$ cat config.mk
export PLATFORM = sky130hd
export DESIGN_NAME = flex_fifo_log2size
export DESIGN_NICKNAME = d
export VERILOG_FILES = /design/src/rtl/fifo_pkg.sv /design/src/rtl/fifo_ram_1r1w.sv /design/src/rtl/flex_fifo_log2size.sv
export SDC_FILE = /design/constraint.sdc
export NUM_CORES = 1
export LEC_CHECK = 0
export ABC_AREA = 1
export CAP_MARGIN = 20
export CORE_MARGIN = 5
export CORE_UTILIZATION = 58
export DETAILED_ROUTE_END_ITERATION = 8
export MAX_ROUTING_LAYER = met4
export PLACE_DENSITY = 0.79
export SETUP_SLACK_MARGIN = 0.2
export SLEW_MARGIN = 15
export SYNTH_ARGS = -nofsm -noshare
export SYNTH_HDL_FRONTEND = slang
export SYNTH_SLANG_ARGS = --single-unit
$ cat constraint.sdc
create_clock -name i_clk -period 3.5 [get_ports i_clk]
set_clock_uncertainty 0.15 [all_clocks]
set_input_delay 0.875 -clock i_clk [delete_from_list [all_inputs] [get_ports i_clk]]
set_output_delay 0.875 -clock i_clk [all_outputs]
set_load 0.01 [all_outputs]
$ cat src/rtl/fifo_pkg.sv
// Shared constants and helpers for the flex_fifo_log2size buffer family.
package fifo_pkg;

    localparam int FIFO_MODE_STD  = 0;
    localparam int FIFO_MODE_FWFT = 1;

    // Pointers carry one lap bit above the address bits, so occupancy needs the same width.
    function automatic int occ_width(input int size_log2);
        return size_log2 + 1;
    endfunction

endpackage

$ cat src/rtl/fifo_ram_1r1w.sv
// Simple dual-port storage: one write port, one registered read port, array left unreset.
module fifo_ram_1r1w #(
    parameter int ADDR_WIDTH = 3,
    parameter int DATA_WIDTH = 16
) (
    input  logic                  i_clk,
    input  logic                  i_rst_n,
    input  logic                  i_wr_en,
    input  logic [ADDR_WIDTH-1:0] i_wr_addr,
    input  logic [DATA_WIDTH-1:0] i_wr_data,
    input  logic                  i_rd_en,
    input  logic [ADDR_WIDTH-1:0] i_rd_addr,
    output logic [DATA_WIDTH-1:0] o_rd_data
);

    logic [DATA_WIDTH-1:0] r_mem [0:(1<<ADDR_WIDTH)-1];
    logic [DATA_WIDTH-1:0] r_rd_data;

    always_ff @(posedge i_clk) begin
        if (i_wr_en) begin
            r_mem[i_wr_addr] <= i_wr_data;
        end
    end

    // Only the output register is reset; it holds its value when no read is issued.
    always_ff @(posedge i_clk) begin
        if (!i_rst_n) begin
            r_rd_data <= '0;
        end else if (i_rd_en) begin
            r_rd_data <= r_mem[i_rd_addr];
        end
    end

    assign o_rd_data = r_rd_data;

endmodule

$ cat src/rtl/flex_fifo_log2size.sv
// Power-of-two synchronous FIFO using lap-bit pointers, with optional first-word-fall-through
// output, threshold flags, flush and sticky overflow/underflow flags.
module flex_fifo_log2size
    import fifo_pkg::*;
#(
    parameter int          FIFO_SIZE_LOG2 = 3,
    parameter int          DATA_WIDTH     = 16,
    parameter int          FWFT           = FIFO_MODE_STD,
    parameter int unsigned AFULL_THRESH   = (1 << FIFO_SIZE_LOG2) - 2,
    parameter int unsigned AEMPTY_THRESH  = 2
) (
    input  logic                    i_clk,
    input  logic                    i_rst_n,
    input  logic                    i_ena,
    input  logic                    i_flush,
    input  logic                    i_clr_err,
    input  logic                    i_wr_req,
    input  logic [DATA_WIDTH-1:0]   i_data,
    input  logic                    i_rd_req,
    output logic [DATA_WIDTH-1:0]   o_data,
    output logic                    o_valid,
    output logic                    o_full,
    output logic                    o_empty,
    output logic                    o_ready,
    output logic                    o_afull,
    output logic                    o_aempty,
    output logic [FIFO_SIZE_LOG2:0] o_current_sz,
    output logic                    o_overflow,
    output logic                    o_underflow
);

    localparam int AW      = FIFO_SIZE_LOG2;
    localparam int PW      = occ_width(FIFO_SIZE_LOG2);
    localparam bit IS_FWFT = (FWFT == FIFO_MODE_FWFT);

    logic [PW-1:0] r_wr_ptr;
    logic [PW-1:0] r_rd_ptr;
    logic          r_valid;
    logic          r_overflow;
    logic          r_underflow;

    logic [PW-1:0] w_occ;
    logic [PW-1:0] w_rd_ptr_inc;
    logic          w_empty;
    logic          w_full;
    logic          w_wr_acc;
    logic          w_rd_acc;
    logic          w_fetch;
    logic [AW-1:0] w_rd_addr;
    logic          w_ovf_set;
    logic          w_unf_set;

    assign w_occ        = r_wr_ptr - r_rd_ptr;
    assign w_rd_ptr_inc = r_rd_ptr + PW'(1);
    assign w_empty      = (r_wr_ptr == r_rd_ptr);
    assign w_full       = (r_wr_ptr[AW] != r_rd_ptr[AW]) && (r_wr_ptr[AW-1:0] == r_rd_ptr[AW-1:0]);

    // In FWFT the RAM read port doubles as the presentation stage: after a pop it prefetches
    // the word behind the head, but only if that word was already stored before this edge.
    always_comb begin
        w_wr_acc  = i_ena & i_wr_req & ~w_full & ~i_flush;
        w_ovf_set = i_ena & i_wr_req & w_full & ~i_flush;
        w_rd_acc  = 1'b0;
        w_fetch   = 1'b0;
        w_rd_addr = r_rd_ptr[AW-1:0];
        w_unf_set = 1'b0;
        if (IS_FWFT) begin
            w_rd_acc  = i_ena & i_rd_req & r_valid & ~i_flush;
            w_fetch   = i_ena & ~i_flush & (w_rd_acc ? (w_occ > PW'(1)) : (~r_valid & ~w_empty));
            w_rd_addr = w_rd_acc ? w_rd_ptr_inc[AW-1:0] : r_rd_ptr[AW-1:0];
            w_unf_set = i_ena & i_rd_req & ~i_flush & ~r_valid;
        end else begin
            w_rd_acc  = i_ena & i_rd_req & ~w_empty & ~i_flush;
            w_fetch   = w_rd_acc;
            w_unf_set = i_ena & i_rd_req & ~i_flush & w_empty;
        end
    end

    always_ff @(posedge i_clk) begin
        if (!i_rst_n) begin
            r_wr_ptr <= '0;
            r_rd_ptr <= '0;
        end else if (i_ena) begin
            if (i_flush) begin
                r_rd_ptr <= r_wr_ptr;
            end else begin
                if (w_wr_acc) begin
                    r_wr_ptr <= r_wr_ptr + PW'(1);
                end
                if (w_rd_acc) begin
                    r_rd_ptr <= w_rd_ptr_inc;
                end
            end
        end
    end

    // Standard mode: one-cycle pulse per read. FWFT: set by a fetch, dropped by a pop without refill.
    always_ff @(posedge i_clk) begin
        if (!i_rst_n) begin
            r_valid <= 1'b0;
        end else if (i_ena) begin
            if (i_flush) begin
                r_valid <= 1'b0;
            end else if (IS_FWFT) begin
                r_valid <= w_fetch | (r_valid & ~w_rd_acc);
            end else begin
                r_valid <= w_rd_acc;
            end
        end
    end

    // A set event in the same cycle as a clear keeps the flag asserted.
    always_ff @(posedge i_clk) begin
        if (!i_rst_n) begin
            r_overflow  <= 1'b0;
            r_underflow <= 1'b0;
        end else if (i_ena) begin
            if (w_ovf_set) begin
                r_overflow <= 1'b1;
            end else if (i_clr_err) begin
                r_overflow <= 1'b0;
            end
            if (w_unf_set) begin
                r_underflow <= 1'b1;
            end else if (i_clr_err) begin
                r_underflow <= 1'b0;
            end
        end
    end

    fifo_ram_1r1w #(
        .ADDR_WIDTH (AW),
        .DATA_WIDTH (DATA_WIDTH)
    ) u_ram (
        .i_clk     (i_clk),
        .i_rst_n   (i_rst_n),
        .i_wr_en   (w_wr_acc),
        .i_wr_addr (r_wr_ptr[AW-1:0]),
        .i_wr_data (i_data),
        .i_rd_en   (w_fetch),
        .i_rd_addr (w_rd_addr),
        .o_rd_data (o_data)
    );

    assign o_valid      = r_valid;
    assign o_full       = w_full;
    assign o_empty      = w_empty;
    assign o_ready      = ~w_full;
    assign o_afull      = (32'(w_occ) >= AFULL_THRESH);
    assign o_aempty     = (32'(w_occ) <= AEMPTY_THRESH);
    assign o_current_sz = w_occ;
    assign o_overflow   = r_overflow;
    assign o_underflow  = r_underflow;

endmodule

==> flow_summary.ini <==
[global_routing]
met1_usage = 0.282
grt_max_degree = 70
grtUsageTotal = 0.234
top_usage_layer = met2
antenna_found_initial = 0
grt_pass1_wl_um = 24500
use_met2 = 0.382
grt_overflow = 0
grt_pass1_vias = 4778
grt_use_met3 = 0.0529

[power]
p_leak_uw = 0.00323
peakVddDrop_mv = 0.366
power_density_nw_per_um2 = 518

[synthesis]
synth_area_leader_cell = edfxtp_1
avgSynthCellArea_um2 = 10.3
synthFlopType = edfxtp_1
synthTopCellsByArea = edfxtp_1, nand2_1, dfxtp_1, nand3_1, inv_1
synth_edf_count = 128
yosys.area.top_type_share = 0.568
async_reset_ff_frac = 0
synth-seq-cells = 155
synth_nets = 687
yosysUniqueCellTypes = 31
netlist_area_um2 = 6770
synth_cells = 658
seq_area_frac_synth = 0.648
ys.warnings.count = 0

[clocking]
clock_path_buffers = 2
numCtsBuffers = 17
root_buffer = clkbuf_16
h-tree-depth = 4
insertion_delay_ps = 420
clock-sinks = 155
cts_tree = done
clkTransAtPathRegs_ps = 60
cts_hold_buffers = 0

[setup_path]
crit_required_ps = 2470
crit_chain = inv_2, ha_2, fa_2, xor2_2, inv_1, clkdlybuf4s50_1
cp-start-kind = flip-flop
worstRegToRegCells = 8
crit_slowest_cell = clkdlybuf4s50_1
timing.rr.start = r_wr_ptr[0]
path_buf_inv = 3
critPathKind = flip-flop to primary output
path_max_fanout = 6
cpPeakStageDelay_ps = 520
crit_family = buffers and inverters
arrival_ps = 2230
r2r-end = u_ram.r_mem[3][3]
ff2ff_setup_slack_ps = 1220
critPathCaptureType = primary output

[drt]
wl_um = 15500
route.antenna.remaining_nets = 0
drt_iter0_markers = 469
wl_per_cell_um = 17.7
via_per_inst = 5.53
first_pass_iters = 5
drc = 0
vias = 4840

[sta]
rsz0062_at_grt = true
tns_ps = 0
finalSetupViolCount = 0
slew_headroom = 0.506
fmax_mhz = 307
fin_crit_sh = 0.930
hold_violations = 0
slew_violations = 0
tightest_slew_ps = 741
period_needed_ps = 3250

[layout]
post-route-util = 0.706
n_fill_cell = 802
diodes = 0
drive_gt1_frac = 0.131
nets = 749
area_growth_syn_to_layout_pct = 19.1

[die]
dieArea_um2 = 13900
die_x_um = 118
ioPinCount = 51
die_h_um = 118
initial_core_util = 0.593
core_area_um2 = 11400
num_rows = 39

[min_path]
min_path_type = flip-flop to flip-flop
hold_path_end = u_ram.o_rd_data[3]
hold_path_depth = 2
min-delay-start = u_ram.o_rd_data[3]

[placed_design]
place_hpwl_um = 9420
port-buffer-count = 50
gp_congestion = 0.880

[outcome]
outcome = finished clean

[job]
cap_violations = 0
## synthesized netlist by cell type, types with 2 or more instances
cell type and n:
buf_2 19, dfxtp_1 27, xor2_1 3, nor2_1 8, a21oi_2 10, nor3_1 6
nand2_8 2, o21ai_0 12, a21oi_1 15, edfxtp_1 128, clkbuf_1 3, ha_1 5
nand2_1 228, inv_1 78, buf_1 2, nand3_2 10, inv_2 5, nand2_2 3
buf_6 4, nand3_1 79
## where the power goes
group / total [µW] / switching, µW / internal [µW]
registers: 2030 / 10.6 / 2020
clock network: 1770 / 672 / 1100
logic: 375 / 234 / 141
total: 4180 / 916 / 3260
## layout by cell type (no fill, tap or decap), types with 4 or more instances in the layout
master           synthesis  routed
a21oi_1                 15      15
a21oi_2                 10      10
buf_4                    0      22
clkbuf_16                0      17
clkdlybuf4s50_1          0      48
clkinv_1                 1       5
clkinv_2                 0       4
dfxtp_1                 27      25
edfxtp_1               128     128
inv_1                   78      77
inv_2                    5       7
nand2_1                228     228
nand3_1                 79      79
nand3_2                 10      10
nor2_1                   8       8
nor3_2                   0       6
o21ai_0                 12      11
## cell families after synthesis
family | Yosys count | synth area share
xor+xnor | 3 | 0.00388
simple gates | 341 | 0.227
compound gates | 39 | 0.0348
buf+inv | 114 | 0.0740
fa+ha+maj | 6 | 0.0122
flops | 155 | 0.648
## through the flow
stage / instances / total power [µW] / setup WS (ps) / area (µm²) / hold slack, ps
6_report: 876 / 4180 / 247 / 8060 / 312
5_1_grt: 876 / 4310 / 197 / 8060 / 325
4_1_cts: 876 / 4200 / 210 / 8060 / 313
3_5_place_dp: 843 / 2430 / 335 / 7460 / 304
3_3_place_gp: 843 / 2420 / 408 / 7460 / 303
2_1_floorplan: 658 / 2280 / 256 / 6770 / 337
## flip-flops by register name, indices dropped and copies added (netlist names)
register	cells
o_overflow	1
o_underflow	1
o_valid	1
r_rd_ptr	4
r_wr_ptr	4
u_ram.o_rd_data	16
u_ram.r_mem	128
## per-layer routing
layer,up-vias,part of all wire,wire length [µm]
met5,-,0,0
li1,2278,-,-
met2,218,0.50,7820
met1,2309,0.40,6220
met4,0,0.026,410
met3,35,0.070,1080
## worst max path at each step
stage	startpoint	endpoint	slack, ps	cells past startpoint
after detailed placement	r_wr_ptr[0]	o_aempty	340	7
final	r_wr_ptr[0]	o_current_sz[2]	250	6
after global routing	r_rd_ptr[1]	o_current_sz[3]	200	7
after floorplan	r_rd_ptr[2]	u_ram.r_mem[0][0]	260	9
after CTS	r_wr_ptr[0]	o_current_sz[2]	210	6
after global placement	r_wr_ptr[0]	o_aempty	410	7
## worst reg2reg max path, cell delays in order (launching register included)
cell and delay [ps]:
dfxtp_1 370, inv_2 100, ha_2 330, nand3_1 100, inv_2 70, nand2_2 100
nand2_2 200, nor3_2 210, buf_4 310
## layout make-up
type | count | area, µm² | share of cell area
clock inverter | 12 | 129 | 0.0160
timing repair buffer | 72 | 663 | 0.0823
sequential | 155 | 4390 | 0.544
clock buffer | 20 | 437 | 0.0542
tap | 143 | 179 | 0.0222
inverter | 85 | 322 | 0.0399
multi-input combinational | 389 | 1950 | 0.241
## what timing repair did
item / in CTS / in global routing
pin swaps: 2 / 1
buffers inserted: 1 / 0
gates resized for setup: 9 / 2
setup endpoints to repair: 5 / 4
Power figures use the tool's default switching activity.
